--- src/rtl/vector_load_sequencer.sv ---
// Multi-beat sequencer for vector-register loads: stalls the pipeline, issues one
// data-memory read per element and writes each returned word into the target register.
module vector_load_sequencer #(
    parameter int unsigned AW   = 32,
    parameter int unsigned DW   = 32,
    parameter int unsigned IDXW = 4
) (
    input  logic            clk,
    input  logic            rst,
    input  logic            start,
    input  logic            is_wvr,
    input  logic [1:0]      vl,
    input  logic [AW-1:0]   base_addr,
    output logic            stall_out,
    output logic            mem_req,
    output logic [AW-1:0]   mem_addr,
    input  logic            mem_ready,
    input  logic [DW-1:0]   mem_rdata,
    output logic            wvr_we,
    output logic            svr_we,
    output logic [IDXW-1:0] vr_idx,
    output logic [DW-1:0]   vr_wdata,
    output logic            done,
    output logic            err
);

    // One extra bit so the element count itself (up to 2**IDXW) is representable.
    localparam int unsigned CW = IDXW + 1;

    typedef enum logic [1:0] {StIdle, StIssue, StDrain} state_e;

    state_e        state_q, state_d;
    logic [AW-1:0] base_q, base_d;
    logic [CW-1:0] n_q, n_d;
    logic [CW-1:0] issue_cnt_q, issue_cnt_d;
    logic [CW-1:0] ret_cnt_q, ret_cnt_d;
    logic          tgt_q, tgt_d;
    logic          pend_q, pend_d;

    logic legal;
    logic launch;
    logic final_ret;

    always_comb begin
        state_d     = state_q;
        base_d      = base_q;
        n_d         = n_q;
        issue_cnt_d = issue_cnt_q;
        ret_cnt_d   = ret_cnt_q;
        tgt_d       = tgt_q;

        legal     = (vl != 2'b11);
        launch    = (state_q == StIdle) && start && legal;
        final_ret = pend_q && (ret_cnt_q == n_q - CW'(1));

        mem_req   = (state_q == StIssue);
        mem_addr  = mem_req ? base_q + (AW'(issue_cnt_q) << 2) : '0;
        wvr_we    = pend_q & tgt_q;
        svr_we    = pend_q & ~tgt_q;
        vr_idx    = pend_q ? ret_cnt_q[IDXW-1:0] : '0;
        vr_wdata  = pend_q ? mem_rdata : '0;
        done      = final_ret;
        err       = (state_q == StIdle) && start && !legal;
        stall_out = launch | ((state_q != StIdle) && !final_ret);

        // Read data comes back exactly one cycle after each accepted request.
        pend_d = mem_req & mem_ready;
        if (pend_q) begin
            ret_cnt_d = ret_cnt_q + CW'(1);
        end

        case (state_q)
            StIdle: begin
                if (launch) begin
                    state_d     = StIssue;
                    base_d      = base_addr;
                    n_d         = CW'(4) << vl;
                    tgt_d       = is_wvr;
                    issue_cnt_d = '0;
                    ret_cnt_d   = '0;
                end
            end
            StIssue: begin
                if (mem_ready) begin
                    issue_cnt_d = issue_cnt_q + CW'(1);
                    if (issue_cnt_q == n_q - CW'(1)) begin
                        state_d = StDrain;
                    end
                end
            end
            StDrain: begin
                if (final_ret) begin
                    state_d = StIdle;
                end
            end
            default: state_d = StIdle;
        endcase
    end

    always_ff @(posedge clk) begin
        if (rst) begin
            state_q     <= StIdle;
            base_q      <= '0;
            n_q         <= '0;
            issue_cnt_q <= '0;
            ret_cnt_q   <= '0;
            tgt_q       <= 1'b0;
            pend_q      <= 1'b0;
        end else begin
            state_q     <= state_d;
            base_q      <= base_d;
            n_q         <= n_d;
            issue_cnt_q <= issue_cnt_d;
            ret_cnt_q   <= ret_cnt_d;
            tgt_q       <= tgt_d;
            pend_q      <= pend_d;
        end
    end

endmodule

--- config.mk ---
export PLATFORM = sky130hd
export DESIGN_NAME = vector_load_sequencer
export DESIGN_NICKNAME = d
export VERILOG_FILES = /design/src/rtl/vector_load_sequencer.sv
export SDC_FILE = /design/constraint.sdc
export NUM_CORES = 1
export LEC_CHECK = 0
export CAP_MARGIN = 10
export CORE_MARGIN = 3
export CORE_UTILIZATION = 41
export DETAILED_ROUTE_END_ITERATION = 16
export PLACE_DENSITY = 0.8
export SLEW_MARGIN = 15
export SYNTH_ARGS = -nofsm -noshare
export SYNTH_HDL_FRONTEND = slang
export SYNTH_SLANG_ARGS = --single-unit
--- constraint.sdc ---
create_clock -name clk -period 2.6 [get_ports clk]
set_clock_uncertainty 0.15 [all_clocks]
set_input_delay 0.26 -clock clk [delete_from_list [all_inputs] [get_ports clk]]
set_output_delay 0.26 -clock clk [all_outputs]
set_load 0.01 [all_outputs]
### After elaboration in Yosys (flattened, before gate mapping)

Index checks and enable logic that the tools add are counted.

* add/subtract/negate cells: 4
* eq/ne operators: 9
* shifts and indexed selects: 1
* mux-type cells: 14
* bitwise gates (word level): 5
* reductions and logical operators: 13

Operator list (number)
* 32-bit 2-to-1 mux: 2
* 32-bit by 7-bit adder with 32-bit output: 1
* 5-bit 2-to-1 mux: 5
* 5-bit by 1-bit adder with 5-bit output, second input constant: 2
* 5-bit equality test: 2
* 5-bit one-hot mux with 2 select lines: 1
* 2-bit 2-to-1 mux: 4
* 2-bit inequality test, second input constant: 3
* 2-bit one-hot mux with 3 select lines: 1
* 1-bit logical AND: 5
* 3-bit by 2-bit << shifter with 5-bit output, first input constant: 1
* 5-bit by 1-bit subtractor with 5-bit output, second input constant: 1
* 4-bit 2-to-1 mux: 1
* 2-bit by 1-bit inequality test with 1-bit output, second input constant: 2
* 4-bit AND reduction: 1
* 2-bit nonzero test: 2
* 1-bit AND: 3
* 3-bit AND reduction: 1
* 2-bit by 1-bit equality test with 1-bit output, second input constant: 1
* 2-bit equality test, second input constant: 1
* 1-bit logical NOT: 2
* 2-bit logical NOT: 1
* 2-bit AND reduction: 1
* 1-bit inverter: 1
* 1-bit bitwise OR: 1

* register bits after elaboration: 51
* input bits: 71
* output and inout port bits: 74

### Longest topological paths before layout

* depth after elaboration: 6
* depth in mapped cells: 9
* gate-level depth less buffers: 8

### Least setup slack after synthesis

No wires, ideal clock.

* path kind: register to output
* start point: register issue_cnt_q[0]
* end point: output mem_addr[26]
* arrival time: 2017 ps
* data required time: 2190 ps
* path slack: 173 ps
* cell stages (with the launch flop): 10
* path buffers: 1
* path through: dfxtp_1 -> ha_1 -> inv_1 -> fa_1 -> nor2b_1 -> o31a_1 -> clkbuf_1 -> o2111ai_1 -> xor2_1 -> nor2_1

* word-level cells in the longest chain between the ends: 2

RTL lines
* start, declared: line 35 `logic [CW-1:0] issue_cnt_q, issue_cnt_d;`
* start signal, assigned: line 113 `issue_cnt_q <= issue_cnt_d;`
* 32-bit by 7-bit adder with 32-bit output: line 57 `mem_addr = mem_req ? base_q + (AW'(issue_cnt_q) << 2) : '0;`
* 32-bit 2-to-1 mux: line 57
* end, declared: line 16 `output logic [AW-1:0] mem_addr,`

Every way passes these cells.

### Final worst setup path

* start point: register base_q[2]
* end point: output mem_addr[20]

* word-level cells in the longest chain between the ends: 2

RTL lines
* start, declared: line 33 `logic [AW-1:0] base_q, base_d;`
* start signal, assigned: line 111 `base_q <= base_d;`
* 32-bit by 7-bit adder with 32-bit output: line 57
* 32-bit 2-to-1 mux: line 57

Every way passes these cells.

==> reports/qor.csv <==
metric,value,unit
"slowest stage delay, CP",0.37,ns
I/O Buffers,144,
slew margin rel.,72.0,%
CTS root buffer,clkbuf_8,
Final Hold Vio Count,0,
Max Used Layer,met4,
initial antenna violation count,0,
final worst slack,-0.458,ns
pwr dens,321,mW/mm²
Mean Syn Cell Area,7.38,µm²
Syn Nets,489,
worst-case reg-to-reg path depth,7,
Worst path slowest cell,or3_1,
logic depth of the worst setup path including buffers,10,
"Seq/Total Area, Yosys",32.6,%
drc violations,0,
Routed WL per cell,17.5,µm
Placed Cells incl. Taps,667,
routed wire length,12200,µm
period utilization,118,%
Rows,30,
worst hold path type,flop to flop,
family with the most delay on the worst path,compound AO/OA/AOI/OAI gates,
FMAX,0.327,GHz
"flops & latches, synth",49,
vias after detailed routing,3736,
routability cong.,0.814,
status,finished with violations,
Max Cap Viol,0,
post-route ant nets,0,
area of the multi-input gates,0.00219,mm²
Starting Density,43.4,%
DRT iter0 DRCs,251,
Final #Nets,683,
hold slack,0.312,ns
Util after Layout,76.8,%
top cell type's share of synthesized area,32.6,%
CP Max Fanout,5,
largest net degree at the start of global routing,41,
worst hold path depth,2,
first-pass GRT wire length,17900,µm
Leak,2.13,nW
CTS H-Tree Depth,2,
Finished Cell Area,0.00534,mm²
Register Area,0.00100,mm²
DIE HEIGHT,91.7,µm
Yosys warnings,0,
largest area contributor in the netlist,dfxtp_1,
met3 routed WL,776,µm
Post-synth top cells,"nand2_1 (76), dfxtp_1 (49), nor2_1 (46)",
RSZ-0062 raised after global routing,yes,
Die Area,0.00841,mm²
maximum root-to-sink buffer count,2,
n_diodes,0,
Crit path buffers/inverters,3,
layout filler cell count,477,
CTS tree,yes,
pre-CTS WS,-0.322,ns
CP endpoint kind,output pin,
ratio of cells with drive above 1 in the final layout,25.0,%
DR pass1 iterations,5,
grt ovf,0,
ys async rst share,0,%
Area Overhead vs Synth,77.1,%
Area after DPL,0.00481,mm²
CP Cell Sequence,ha_4 > inv_2 > fa_2 > nor2b_2 > o31a_1 > buf_6 > o2111ai_4 > or3_1 > a21oi_1 > buf_2,
Die Width,91.7,µm
fin cells,699,
failing checks,negative setup slack,
Pwr Total,1.71,mW
Clock Latency Late Sink,0.31,ns
vias in the first global route,3647,
"Reg clk slew, reported paths",0.10,ns
Finish-stage setup viols,19,
Final HPWL DP,7530,µm
Setup CP Type,flop to output pin,
CTS sink count,49,
fin crit period,3.06,ns
WP data required,2.19,ns
CP Launch Type,flop,
IO Pins,145,
via/cell ratio,5.34,
Mapped Cells,408,
Pins Over Slew Limit,0,
Synth area leaders,"dfxtp_1 (33%), nand2_1 (9.5%), and2_1 (8.5%)",
most common cell in the netlist,nand2_1,
Hold Buf Count CTS,0,
Unique masters post-synth,37,
gr usage total,25.9,%
worst-case vdd ir drop,250,µV
Num CTS Buffers,5,
Worst Max-Slew Pin Slew,0.420,ns
Core Region,0.00694,mm²
number of synthesized flops with an enable pin,0,
setup TNS,-3.68,ns
mapped cell area,0.00301,mm²
met2 wire length,6170,µm
Synth Flop Type,dfxtp_1,
CP arrival,2.65,ns
DRT met1 WL,4880,µm
[flip-flops by register name, indices dropped and copies added (netlist names)]
name / count
state_q: 2
issue_cnt_q: 5
pend_q: 1
base_q: 32
tgt_q: 1
n_q: 3
ret_cnt_q: 5
[report_power, final]
group / total, mW / switching (mW) / leakage (nW) / internal [mW]
sequential: 0.823 / 0.0355 / 0.406 / 0.788
clock: 0.457 / 0.267 / 0.0374 / 0.190
combinational: 0.432 / 0.207 / 1.69 / 0.225
[per-layer routing]
metal	global-route usage, %	up-vias
met5	0	-
met4	9.90	0
met3	4.43	44
met2	45.5	192
met1	31.3	1748
li1	-	1752
[path summary, 6_finish.rpt]
check                               start  slack (ns)      endpoint
worst min register to register  base_q[0]        0.31     base_q[0]
worst max register to register     n_q[2]        0.82    state_q[1]
worst min-delay path            base_q[0]        0.31     base_q[0]
worst max-delay path            base_q[2]       -0.46  mem_addr[20]
[worst min-delay path, delay by kind of cell (launching register included)]
family	cells	cell delay, ns
flops	1	0.32
simple gates	1	0.05
compound gates	1	0.05
[final cells by class]
| class | count | share of cell area [%] |
|---|---|---|
| multi-input cells | 327 | 41.1 |
| repair buffers | 211 | 35.7 |
| flip-flops and latches | 49 | 18.8 |
| well taps | 96 | 2.25 |
| clock buffers | 6 | 1.36 |
| inverters | 8 | 0.563 |
| clock inverters | 2 | 0.281 |
[what timing repair did]
item	4_1_cts	5_1_grt
setup buffers	19	12
pin swaps	28	37
gates cloned	2	0
resized for setup	136	49
setup endpoints to repair	28	28
[logic make-up after synthesis]
kind of cell    synth area share, %
compound gates                 12.5
xor+xnor                       10.2
fa+ha+maj                      4.40
buf+inv                        3.99
flops                          32.6
mux                           0.332
simple gates                   36.0
[layout by cell type (no fill, tap or decap), drive strengths merged, types with 10 or more instances in the layout]
cell type / netlist / layout
xnor2: 17 / 17
nand2: 76 / 76
clkdlybuf4s50: 0 / 115
nor2: 46 / 46
xor2: 18 / 18
nand4: 10 / 10
and2: 41 / 41
clkbuf: 22 / 11
dfxtp: 49 / 49
a21oi: 41 / 41
buf: 2 / 88
(Power assumes the default switching activity.)
==> RTL edit 1: new RTL, same flow settings <==
The 3 states of `state_e` get a one-hot encoding in 3 bits.
--- a/src/rtl/vector_load_sequencer.sv
+++ b/src/rtl/vector_load_sequencer.sv
@@ -27,7 +27,7 @@
     // One extra bit so the element count itself (up to 2**IDXW) is representable.
     localparam int unsigned CW = IDXW + 1;
 
-    typedef enum logic [1:0] {StIdle, StIssue, StDrain} state_e;
+    typedef enum logic [2:0] {StIdle = 3'b001, StIssue = 3'b010, StDrain = 3'b100} state_e;
 
     state_e        state_q, state_d;
     logic [AW-1:0] base_q, base_d;
Formal check against the unedited RTL: no difference found for any inputs over 4 cycles, from zero or initial values and one cycle with rst high; so few cycles prove little.
==> RTL edit 1 against the unedited design <==
The flow still finishes with violations (negative setup slack); total power barely moved; sequential power increased by 1%; setup slack better by 260 ps; wire length fell by 12%; fmax up 9.3%; final area is 4.2% lower; count of clock-buffer cells in the layout grew 1; synthesized area increased by 2.2%; sequential cell count grew 1; highest routed layer unchanged; via count decreased by 5.4%.
==> RTL edit 1: results (changes against the unedited design) <==
- The sum of met3 wire segment lengths after detailed routing is 446 µm (was 776 µm).
- The relative max-transition margin was 38.1% (was 72.0%).
- The slowest cell on the critical path is dfxtp_2 (was or3_1).
- The logic depth of the worst register-to-register path is 8 (was 7).
- The via density per instance is 5.12 (was 5.34).
- The maximum number of pins on one net before global-route repair is 51 (was 41).
- The routed length on met2 came to 5.56 mm (was 6.17 mm).
- The maximum fanout along the worst path is 4 (was 5).
- The routed length on met1 came to 4.64 mm (was 4.88 mm).
- The number of optimization iterations in the first detailed-route pass came to 4 (was 5).
- The multiplexer fraction of the synthesized cell area was 0.325% (was 0.332%).
- Status: finished, violations left (unchanged).
- The final setup violation count is 17 (was 19).
- The xor and xnor area share after synthesis is 8.53% (was 10.2%).
- The global-route track usage on met3 is 2.68% (was 4.43%).
- The average routed wire per standard cell was 15.6 µm (was 17.5 µm).
- The termination of the worst setup path is mem_addr[26] (was mem_addr[20]).
- The static leakage power is 1.99 nW (was 2.13 nW).
- The net count after synthesis is 498 (was 489).
- The number of distinct library cells after synthesis came to 44 (was 37).
- Cell types occupying the most area after synthesis: dfxtp_1 33%, nand2_1 9.1%, and2_1 8.3% (was dfxtp_1 33%, nand2_1 9.5%, and2_1 8.5%).
- The wire length of the first global-routing pass is 17.4 mm (was 17.9 mm).
- Violations in the final reports: negative setup slack (unchanged).
- The routing usage on met1 is 32.2% (was 31.3%).
- The via count of the first global-routing pass was 3483 (was 3647).
- The worst reg2reg path endpoint is state_q[2] (was state_q[1]).
- The endpoint arrival time on the critical path is 2390 ps (was 2650 ps).
- The worst setup slack for register-to-register paths is 420 ps (was 820 ps).
- The hold slack is 306 ps (was 312 ps).
- The final HPWL from detailed placement is 7.93 mm (was 7.53 mm).
- The worst-case setup margin in the final layout is -199 ps (was -458 ps).
- The largest voltage drop on the vdd net is 0.000223 V (was 0.000250 V).
- The number of filler cells placed in the layout is 564 (was 477).
- Ranking of synthesized cells by instance count: 75 x nand2_1, 50 x dfxtp_1, 47 x a21oi_1, 41 x and2_1, 32 x nor2_1 (was 76 x nand2_1, 49 x dfxtp_1, 46 x nor2_1, 41 x a21oi_1, 41 x and2_1).
RTL edit 1: cell count changes after synthesis, sizes merged, moves of 3 or more:
cell	change
a21oi	+6
and3	+8
nand2b	-3
nand3	+7
nand4	-3
nand4b	+3
nor2	-14
nor4	-6
o21ai	+5
xnor2	-10
xor2	+5
RTL edit 1: worst max-delay path: cells and delay by family (launching register included):
| kind | cells | cell delay, ps |
|---|---|---|
| AO/OA/AOI/OAI | 3 | 420 |
| flip-flops | 1 | 370 |
| adder cells (fa/ha/maj) | 2 | 480 |
| AND/OR/NAND/NOR | 2 | 510 |
| buffers and inverters | 3 | 290 |
RTL edit 1: per-stage QoR:
stage | setup TNS [ps] | util [%] | setup WS, ps | total power [W] | instances
finish | -1400 | 72.8 | -199 | 0.00171 | 691
global route | -3260 | 72.8 | -268 | 0.00178 | 691
floorplan | 0 | - | 25.4 | 0.000980 | 417
global placement | -3840 | 69.5 | -334 | 0.00116 | 676
CTS | -1180 | 72.1 | -166 | 0.00171 | 689
detailed placement | -5320 | 69.5 | -393 | 0.00117 | 676
RTL edit 1: power breakdown:
part | leakage (nW) | switching [W] | internal, W
Combinational | 1.53 | 0.000148 | 0.000181
Sequential | 0.410 | 0.0000298 | 0.000803
Clock | 0.0524 | 0.000262 | 0.000288
RTL edit 1: cell type report:
type / instances / area, µm² / area share [%]
Clock buffer: 7 / 76.3 / 1.49
Tap cell: 96 / 120 / 2.35
Sequential cell: 50 / 1010 / 19.7
Inverter: 6 / 25.0 / 0.490
Clock inverter: 1 / 30.0 / 0.588
Timing Repair Buffer: 196 / 1740 / 34.0
Multi-Input combinational cell: 335 / 2110 / 41.4
RTL edit 1: timing repair:
item                       CTS  global route
setup buffers                6             3
gates resized for setup    117            25
pin swaps                   18            20
setup endpoints to repair   32            32
cloned                       0             0
==> RTL edit 2: new RTL, config.mk and constraints unchanged <==
Made on the original files. `AW`: 32 -> 64.
--- a/src/rtl/vector_load_sequencer.sv
+++ b/src/rtl/vector_load_sequencer.sv
@@ -1,7 +1,7 @@
 // Multi-beat sequencer for vector-register loads: stalls the pipeline, issues one
 // data-memory read per element and writes each returned word into the target register.
 module vector_load_sequencer #(
-    parameter int unsigned AW   = 32,
+    parameter int unsigned AW   = 64,
     parameter int unsigned DW   = 32,
     parameter int unsigned IDXW = 4
 ) (
Interface: changed (resized base_addr and mem_addr); port bits go from 145 to 209. The function was not compared with the original's and may differ.
==> RTL edit 2 against the unedited design <==
The run still ends with negative setup slack left; clock power increased to 2.9 times the old value; synthesized area up 69%; critical path depth is the same; final area grew 66%; sequential cell count increased by 32; total power rose by 98%; wire length grew 56%; hold slack got worse by 9.6 ps; setup slack got worse by 87 ps.
==> RTL edit 2: results (changes against the unedited design) <==
- Status: finished, violations left (unchanged).
- Violations in the final reports: negative setup slack (unchanged).
- The final setup violation count is 57 (was 19).
- Ranking of synthesized cells by instance count: 153 x nand2_1, 105 x a21oi_1, 81 x dfxtp_1, 42 x and2_1, 41 x clkbuf_1 (was 76 x nand2_1, 49 x dfxtp_1, 46 x nor2_1, 41 x a21oi_1, 41 x and2_1).
- The clock tree root buffer cell is clkbuf_16 (was clkbuf_8).
- The summed area of non-filler cells in the final layout came to 8850 µm² (was 5340 µm²).
- The total track usage is 26.8% (was 25.9%).
- The number of buffers inserted during clock tree synthesis is 9 (was 5).
- The initial DRC count is 445 (was 251).
- The clock transition at the registers of the reported paths came to 60 ps (was 100 ps).
- The insertion delay to the later sink of the worst-skew pair was 340 ps (was 310 ps).
- The relative max-transition margin is 57.4% (was 72.0%).
- The wire length of the first global-routing pass is 31.2 mm (was 17.9 mm).
- The multi-input combinational cell count is 572 (was 327).
- Regs by FF count: base_q (64), issue_cnt_q (5), ret_cnt_q (5) (was base_q (32), issue_cnt_q (5), ret_cnt_q (5)).
- The number of clock buffers in the layout was 11 (was 6).
- The number of distinct library cells after synthesis came to 47 (was 37).
- The total placed cells including tap cells came to 1161 (was 667).
- The area share of buffers outside the clock network is 33.7% (was 35.7%).
- The count of cells resized by post-cts repair is 304 (was 136).
- The sequential share of the synthesized area was 31.9% (was 32.6%).
- The static leakage power is 3.41 nW (was 2.13 nW).
- The number of port buffers is 208 (was 144).
- The slowest cell on the critical path was or4_4 (was or3_1).
- The worst-case setup margin in the final layout came to -544 ps (was -458 ps).
- Cell types occupying the most area after synthesis: dfxtp_1 32%, nand2_1 11%, a21oi_1 10% (was dfxtp_1 33%, nand2_1 9.5%, and2_1 8.5%).
- The total via count in the routed design was 6300 (was 3736).
- The layout inverter count without the clock tree is 15 (was 8).
- The count of H-tree levels built during CTS is 3 (was 2).
RTL edit 2: changes by cell type in the layout (fill, tap and decap cells not counted), sizes merged, moves of 9 or more:
cell / unedited run / this run
buf: 88 / 196
nand2: 76 / 153
dfxtp: 49 / 81
nand4: 10 / 19
inv: 8 / 17
o21ai: 9 / 24
or4: 1 / 12
nand3: 7 / 21
clkdlybuf4s50: 115 / 145
or3: 4 / 20
o31ai: 0 / 11
a21oi: 41 / 105
RTL edit 2: worst max-delay path, delay by kind of cell (launching register included):
family / cells / cell delay, ps
AO/OA/AOI/OAI: 3 / 540
adder cells (fa/ha/maj): 2 / 490
buffers and inverters: 3 / 390
flip-flops: 1 / 350
AND/OR/NAND/NOR: 2 / 610
RTL edit 2: worst paths after layout:
kind / from / end / slack, ps / depth (start not counted)
worst min register to register: base_q[1] / base_q[1] / 320 / 2
worst max-delay path: base_q[2] / mem_addr[62] / -540 / 10
worst max register to register: state_q[1] / issue_cnt_q[3] / 570 / 6
worst min-delay path: rst / base_q[45] / 300 / 2
RTL edit 2: power by group:
part           internal [W]  total, W  switching (W)
clock              0.000801   0.00132       0.000523
sequential          0.00131   0.00136      0.0000453
combinational      0.000364  0.000714       0.000350
total               0.00248   0.00339       0.000918
RTL edit 2: layer usage:
metal / wire (µm) / vias up / GRT usage [%]
met5: 0 / - / 0
met4: 320 / 0 / 7.84
met3: 854 / 29 / 4.68
met2: 9640 / 208 / 47.7
met1: 8240 / 2936 / 33.1
li1: - / 3127 / -
RTL edit 2: cell families after synthesis:
family | Yosys count | share of synthesized area [%]
buf+inv | 62 | 4.75
compound gates | 173 | 19.8
simple gates | 351 | 34.3
flops | 81 | 31.9
fa+ha+maj | 10 | 2.61
xor+xnor | 35 | 6.03
mux | 3 | 0.615
